==> src/rtl/cdb_arbiter.sv <==
// cdb_arbiter: per-unit result FIFOs arbitrated round-robin onto N_CDB broadcast ports (optional macro CDB_BYPASS_EN).
// Latency: 1 cycle from FIFO entry to registered CDB; with CDB_BYPASS_EN an input at an empty FIFO may broadcast in the same cycle.
// Backpressure: ex_stall[i] is FIFO i full, derived from state only; flush drops inputs and empties every FIFO.
module cdb_arbiter #(
    parameter int N_EXEC     = 4,
    parameter int N_CDB      = 2,
    parameter int FIFO_DEPTH = 4,
    parameter int ROB_W      = 5
) (
    input  logic                         clk,
    input  logic                         rst,
    input  logic                         flush,
    input  logic [N_EXEC-1:0]            ex_valid,
    input  logic [N_EXEC-1:0][ROB_W-1:0] ex_rob_id,
    input  logic [N_EXEC-1:0][31:0]      ex_rd_data,
    output logic [N_EXEC-1:0]            ex_stall,
    output logic [N_CDB-1:0]             cdb_valid,
    output logic [N_CDB-1:0][ROB_W-1:0]  cdb_rob_id,
    output logic [N_CDB-1:0][31:0]       cdb_rd_data
);
    localparam int PTR_W = $clog2(FIFO_DEPTH);
    localparam int CNT_W = PTR_W + 1;
    localparam int RR_W  = (N_EXEC > 1) ? $clog2(N_EXEC) : 1;

    typedef struct packed {
        logic [ROB_W-1:0] rob;
        logic [31:0]      data;
    } entry_t;

    entry_t                       mem_q [N_EXEC][FIFO_DEPTH];
    logic [N_EXEC-1:0][PTR_W-1:0] wr_ptr_q, wr_ptr_d, rd_ptr_q, rd_ptr_d;
    logic [N_EXEC-1:0][CNT_W-1:0] cnt_q, cnt_d;
    logic [RR_W-1:0]              rr_q, rr_d;
    logic [N_CDB-1:0]             cdb_vld_q, cdb_vld_d;
    entry_t [N_CDB-1:0]           cdb_q, cdb_d;
    logic [N_EXEC-1:0]            enq, fifo_gnt, byp_gnt;
`ifdef CDB_BYPASS_EN
    logic [N_CDB-1:0]             byp_vld;
    entry_t [N_CDB-1:0]           byp_ent;
`endif

    always_comb begin
        for (int i = 0; i < N_EXEC; i++) begin
            ex_stall[i] = (cnt_q[i] == CNT_W'(FIFO_DEPTH));
        end
    end

    // Round-robin scan from rr_q; FIFO grants pack into the next-cycle ports from port 0.
    always_comb begin
        int              n_grant;
        int              n_fifo;
        int              last;
        logic            gnt_any;
        logic [RR_W-1:0] idx;
`ifdef CDB_BYPASS_EN
        int              n_reg;
        int              n_byp;
`endif
        n_grant   = 0;
        n_fifo    = 0;
        last      = 0;
        gnt_any   = 1'b0;
        idx       = '0;
        fifo_gnt  = '0;
        byp_gnt   = '0;
        cdb_vld_d = '0;
        cdb_d     = '0;
`ifdef CDB_BYPASS_EN
        n_reg   = 0;
        n_byp   = 0;
        byp_vld = '0;
        byp_ent = '0;
        for (int p = 0; p < N_CDB; p++) begin
            n_reg = n_reg + int'(cdb_vld_q[p]);
        end
`endif
        for (int k = 0; k < N_EXEC; k++) begin
            idx = RR_W'((int'(rr_q) + k) % N_EXEC);
            if (!flush && n_grant < N_CDB) begin
                if (cnt_q[idx] != '0) begin
                    fifo_gnt[idx] = 1'b1;
                    for (int p = 0; p < N_CDB; p++) begin
                        if (p == n_fifo) begin
                            cdb_vld_d[p] = 1'b1;
                            cdb_d[p]     = mem_q[idx][rd_ptr_q[idx]];
                        end
                    end
                    n_fifo  = n_fifo + 1;
                    n_grant = n_grant + 1;
                    last    = int'(idx);
                    gnt_any = 1'b1;
                end
`ifdef CDB_BYPASS_EN
                // Bypass may only use ports not already carrying last cycle's registered grants.
                else if (ex_valid[idx] && n_byp < N_CDB - n_reg) begin
                    byp_gnt[idx] = 1'b1;
                    for (int p = 0; p < N_CDB; p++) begin
                        if (p == n_reg + n_byp) begin
                            byp_vld[p] = 1'b1;
                            byp_ent[p] = {ex_rob_id[idx], ex_rd_data[idx]};
                        end
                    end
                    n_byp   = n_byp + 1;
                    n_grant = n_grant + 1;
                    last    = int'(idx);
                    gnt_any = 1'b1;
                end
`endif
            end
        end
        rr_d = gnt_any ? RR_W'((last + 1) % N_EXEC) : rr_q;
    end

    always_comb begin
        for (int i = 0; i < N_EXEC; i++) begin
            enq[i]      = ex_valid[i] && !ex_stall[i] && !flush && !byp_gnt[i];
            wr_ptr_d[i] = wr_ptr_q[i] + PTR_W'(enq[i]);
            rd_ptr_d[i] = rd_ptr_q[i] + PTR_W'(fifo_gnt[i]);
            cnt_d[i]    = cnt_q[i] + CNT_W'(enq[i]) - CNT_W'(fifo_gnt[i]);
            if (flush) begin
                wr_ptr_d[i] = '0;
                rd_ptr_d[i] = '0;
                cnt_d[i]    = '0;
            end
        end
    end

    always_comb begin
        for (int p = 0; p < N_CDB; p++) begin
            cdb_valid[p]   = cdb_vld_q[p];
            cdb_rob_id[p]  = cdb_q[p].rob;
            cdb_rd_data[p] = cdb_q[p].data;
`ifdef CDB_BYPASS_EN
            if (byp_vld[p]) begin
                cdb_valid[p]   = 1'b1;
                cdb_rob_id[p]  = byp_ent[p].rob;
                cdb_rd_data[p] = byp_ent[p].data;
            end
`endif
        end
    end

    always_ff @(posedge clk or negedge rst) begin
        if (!rst) begin
            wr_ptr_q  <= '0;
            rd_ptr_q  <= '0;
            cnt_q     <= '0;
            rr_q      <= '0;
            cdb_vld_q <= '0;
            cdb_q     <= '0;
        end else begin
            wr_ptr_q  <= wr_ptr_d;
            rd_ptr_q  <= rd_ptr_d;
            cnt_q     <= cnt_d;
            rr_q      <= rr_d;
            cdb_vld_q <= cdb_vld_d;
            cdb_q     <= cdb_d;
        end
    end

    // Storage is not reset: cleared pointers make stale entries unreachable.
    always_ff @(posedge clk) begin
        for (int i = 0; i < N_EXEC; i++) begin
            if (enq[i]) begin
                mem_q[i][wr_ptr_q[i]] <= {ex_rob_id[i], ex_rd_data[i]};
            end
        end
    end
endmodule
==> config.mk <==
export PLATFORM = sky130hd
export DESIGN_NAME = cdb_arbiter
export DESIGN_NICKNAME = d
export VERILOG_FILES = /design/src/rtl/cdb_arbiter.sv
export SDC_FILE = /design/constraint.sdc
export NUM_CORES = 2
export LEC_CHECK = 0
export CAP_MARGIN = 0
export CORE_ASPECT_RATIO = 0.7
export CORE_UTILIZATION = 62
export CTS_BUF_LIST = sky130_fd_sc_hd__clkbuf_4
export DETAILED_ROUTE_END_ITERATION = 7
export PLACE_DENSITY = 0.82
export SLEW_MARGIN = 20
export SYNTH_ARGS = -nofsm -noshare
export SYNTH_HDL_FRONTEND = slang
export SYNTH_SLANG_ARGS = --single-unit
==> constraint.sdc <==
create_clock -name clk -period 5.88 [get_ports clk]
set_input_delay 0.588 -clock clk [delete_from_list [all_inputs] [get_ports clk]]
set_output_delay 0.588 -clock clk [all_outputs]
set_load 0.03 [all_outputs]
Yosys cells after proc, flatten, opt, wreduce, memory -nomap -nowiden

Memory sizes are Yosys's and may differ from the RTL's.
Index checks and enable logic that the tools add are counted.

Register bits: 106
Bits in latches: 0
Bits in writable memories: 592
ROM bits: 0
Output and inout port bits: 80
Word-level logic and storage cells: 233
Memories: 1

$add $sub $neg: 22
Multiply operators: 0
Div/mod/pow operators: 0
$lt $le $gt $ge: 23
Eq/ne operators: 7
Shift operators: 0
Mux-type cells: 120
Bitwise gates (word level): 11
Reductions and logical operators: 31

Memory list:

| name  | depth | width | read ports | clocked after Yosys merged registers in | write ports | line | text |
|---|---|---|---|---|---|---|---|
| mem_q | 4     | 148   | 4          | 0                                       | 4           | 30   | `entry_t mem_q [N_EXEC][FIFO_DEPTH];` |

Operators with widths:

| kind                                                                  | number |
|---|---|
| 37-bit 2-to-1 mux                                                     | 20 |
| 148-bit 2-to-1 mux                                                    | 4 |
| 74-bit 2-to-1 mux                                                     | 6 |
| 37-bit binary-select mux with 2-bit select                            | 4 |
| 37-bit demux with 2-bit select                                        | 4 |
| 32-bit 2-to-1 mux                                                     | 5 |
| 2-bit by 32-bit == test with 1-bit output, first input constant       | 3 |
| 32-bit logical NOT                                                    | 3 |
| 32-bit by 3-bit < comparator with 1-bit output, second input constant | 3 |
| 32-bit by 2-bit adder with 32-bit output, second input constant       | 2 |
| 2-bit 2-to-1 mux                                                      | 26 |
| 4-bit 2-to-1 mux                                                      | 8 |
| 3-bit binary-select mux with 2-bit select                             | 4 |
| 3-bit greater-or-equal comparator, second input constant              | 8 |
| 3-bit 2-to-1 mux                                                      | 8 |
| 2-bit inverter with 3-bit output                                      | 8 |
| 1-bit 2-to-1 mux                                                      | 23 |
| 1-bit logical AND                                                     | 19 |
| 2-bit by 1-bit adder with 2-bit output                                | 8 |
| 2-bit binary-select mux with 2-bit select                             | 4 |
| 3-bit by 1-bit adder with 3-bit output                                | 4 |
| 3-bit == test, second input constant                                  | 4 |
| 2-bit by 3-bit < comparator with 1-bit output, second input constant  | 4 |
| 3-bit by 1-bit < comparator with 1-bit output, second input constant  | 4 |
| other kinds (8)                                                       | 28 |

Depth between registers and ports, before layout

Word-level depth: 17
Gate-level depth with buffers: 26
Mapped depth without buffers: 21

Worst setup path before layout

OpenSTA, ideal clock, no wires.

Path type: register -> register
From: register rr_q[0]
To: register cnt_q[5] (netlist bit)
Data arrival time: 4.899 ns
Data required time: 5.748 ns
Slack: 0.849 ns
Cell stages (with the launch flop): 26
Path buffers: 5
Period minus slack after synthesis: 5.031 ns
Cells stage by stage: dfrtp_1 buf_4 inv_1 buf_4 clkbuf_1 ha_1 buf_2 buf_4 mux4_2 inv_1 ha_1 nor2b_1 ha_1 nor2b_1 nor3_4 nor2_2 nand2_1 nand2_1 ha_1 inv_1 ha_1 inv_1 fa_1 xor2_1 xnor2_1 nor2_1

RTL lines:

| item                     | line | text |
|---|---|---|
| start: declaration       | 33   | `logic [RR_W-1:0] rr_q, rr_d;` |
| start signal: assignment | 155  | `rr_q <= rr_d;` |
| end signal: assignment   | 154  | `cnt_q <= cnt_d;` |
| end: declaration         | 32   | `logic [N_EXEC-1:0][CNT_W-1:0] cnt_q, cnt_d;` |

==> impl_metrics.ini <==
[outcome]
status = complete, but fails checks
violations = DRC

[min_path]
min_path_type = in -> reg

[critical_path]
start_kind = flop
path_cells = nor3_1 > mux2i_1 > a22o_1 > ha_1 > nor2b_1 > ha_1 > nor2b_1 > nor3_4 > nor2_2 > nand2_1 > nand2_1 > ha_1 > inv_1 > ha_1 > inv_1 > fa_1 > xor2_1 > xnor2_1 > nor2_1
arrival_ns = 5.84
cp_max_fo = 9
setup.worst_path.end_class = flop
required_ns = 6.83
path_class = reg -> reg
cpPeakStageDelay_ns = 0.57
cpMostUsedCell = ha_1
cp_slowest_cell = nor3_1

[synthesis]
synthXorXnorAreaFrac_pct = 0.368
synth.top_cells.by_area = edfxtp_1 41%, mux2i_1 21%, mux4_2 6.5%, dfrtp_1 6.2%, o22ai_1 6.0%
synth_cells = 3360
synth-compound-area-share_pct = 11.2
synth_flop_cell = edfxtp_1
synthMuxAreaShare_pct = 30.8
synth-simple-area-share_pct = 5.30
synth_edf_count = 592
yosysTopAreaCell = edfxtp_1
synth_async_sr_flop_share_pct = 15.2
synth_fa_ha_area_share_pct = 1.06
yosysWarnings = 0
synth_area_sq_mm = 0.0428
synth_top_family_by_area = multiplexers
ys_ff_latch = 698
ys_types = 77
yosysTopAreaCellShare_pct = 41.5
synth-seq-area-share_pct = 47.7
yosysMostFrequentCell = mux2i_1
netlist_top_cells_count = 883 x mux2i_1, 592 x edfxtp_1, 411 x o22ai_1
syn_area_per_cell_sq_um = 12.8
syn_nets = 3549

[clock_network]
cts_tree = yes
postCtsHoldBufs = 1
cts_sinks = 698
clock_tree.buffer_depth = 3
cts_buffers = 170
htreeDepth = 4
post_cts_buffers = 0
cts_resized = 0
clk_pin_slew_ns = 0.08
clk_latency_ns = 1.13
root_buffer = clkbuf_4

[floorplanning]
io_pins = 235
dieArea_sq_mm = 0.0702
core_sq_mm = 0.0683
initial_core_util_pct = 62.8
die_y_microns = 222
die_w_microns = 316
rows = 80

[global_routing]
grt_pass1_wl_microns = 243000
grt_use_met2_pct = 66.0
met1_usage_pct = 64.2
grt_remaining_overflow = 0
top_usage_layer = met2
grt_pass1_vias = 35589
grtUsageTotal_pct = 48.0
use_met3_pct = 19.4
grt_max_degree = 158
antenna_found_initial = 12

[route]
drcViolationCount = 1
routedWlPerCell_microns = 36.7
wl_microns = 170000
firstDrtPassIters = 8
via_count = 36592
ant_nets = 0
viasPerCell = 7.88
drt_iter0_markers = 6847

[timing]
fmax_ghz = 0.204
final-max-slew-violation-count = 0
relSlewSlack_pct = 12.3
fin_skew_ns = 0.0721
worst_pin_slew_ns = 1.31
period_share_pct = 83.2
rsz0062_at_grt = no
layout_min_cycle_time_ns = 4.89
tns_ns = 0
setup-violations-final = 0
finalHoldViolCount = 0

[power_and_ir_drop]
power.total_mw = 26.4
max-vdd-ir-drop_uv = 556
p_per_area_mw_per_mm2 = 544
leakagePower_nw = 18.9

[flow_run]
drv_cap = 0

[finish]
num-fill-cells = 4742
layout-drive-gt1-share_pct = 18.9
area_growth_pct = 13.2
nets = 3769

[place]
place_congestion = 0.980
post-dp-hpwl_microns = 97800
portBuffers = 234
[flip-flops by register name (all words and copies together), names as in the netlist]
| register | cells |
|---|---|
| rd_ptr_q | 8 |
| cdb_rd_data | 64 |
| cnt_q | 12 |
| cdb_rob_id | 10 |
| wr_ptr_q | 8 |
| cdb_valid | 2 |
| rr_q | 2 |
| mem_q | 592 |
[where the power goes]
group / internal [mW] / switching (mW) / total, mW / leakage [nW]
logic: 6.08 / 9.83 / 15.9 / 10.8
registers: 5.84 / 0.380 / 6.22 / 6.77
clock network: 2.09 / 2.14 / 4.23 / 1.34
[cells in the final DEF (no fill, tap or decap), drive strengths merged, types with 91 or more instances in the layout]
master and instances:
buf 107, nand2 91, edfxtp 592, o22ai 411
clkbuf 250, mux2i 889, mux4 124, dfrtp 106
mux2 130, clkdlybuf4s50 232, nor2 111
[worst max-delay path: cells and delay by family (launching register included)]
kind | cells | cell delay [ns]
xor gates and xnor gates | 2 | 0.33
muxes | 1 | 0.21
buffers and inverters | 2 | 0.11
adders and majority gates | 5 | 1.48
and+or+nand+nor | 8 | 1.71
AOI/OAI and AO/OA | 1 | 0.41
DFF | 1 | 0.46
[through the flow]
stage          cells  util, %  area, sq um  hold slack (ns)  setup slack [ns]
3_3_place_gp    4307     67.6        46200            0.611              1.22
5_1_grt         4636     71.0        48500           0.0540             0.707
6_report        4641     71.0        48500           0.0819             0.987
3_5_place_dp    4308     67.7        46200            0.634              1.11
4_1_cts         4622     70.9        48400           0.0357              1.09
2_1_floorplan   3360        -        42800            0.292             0.849
[per-layer routing]
metal | up-vias | part of all wire, % | wire (microns)
met4 | 6 | 6.6 | 11300
li1 | 14181 | - | -
met1 | 17506 | 35 | 59800
met5 | - | 0.026 | 45
met2 | 3946 | 41 | 69500
met3 | 953 | 18 | 29800
[worst paths after layout]
| check | endpoint | start | depth (start not counted) | slack [ns] |
|---|---|---|---|---|
| worst max-delay path | cnt_q[5] | cnt_q[4] | 19 | 0.99 |
| min in group asynchronous | rd_ptr_q[2] | rst | 2 | 0.11 |
| worst min-delay path | wr_ptr_q[3] | flush | 3 | 0.08 |
| worst min register to register | wr_ptr_q[3] | wr_ptr_q[3] | 2 | 0.66 |
| max in group asynchronous | cdb_rd_data[53] | rst | 3 | 4.27 |
| worst max register to register | cnt_q[5] | cnt_q[4] | 19 | 0.99 |
[layout make-up]
class | count | area (sq um) | area share [%]
clock buffer | 250 | 1880 | 3.87
antenna | 18 | 45.0 | 0.0929
timing repair buffer | 340 | 3450 | 7.11
multi-input combinational | 2349 | 21100 | 43.6
tap | 902 | 1130 | 2.33
clock inverter | 63 | 343 | 0.707
inverter | 21 | 78.8 | 0.163
sequential | 698 | 20400 | 42.2
[cell families (layout without fill, tap and decap cells)]
kind of cell | count (synthesis) | after routing
AOI/OAI and AO/OA | 722 | 722
DFF | 698 | 698
muxes | 1143 | 1143
and+or+nand+nor | 432 | 432
adders and majority gates | 34 | 34
xor gates and xnor gates | 18 | 18
other | 0 | 18
buffers and inverters | 313 | 674
Power figures use the tool's default switching activity.
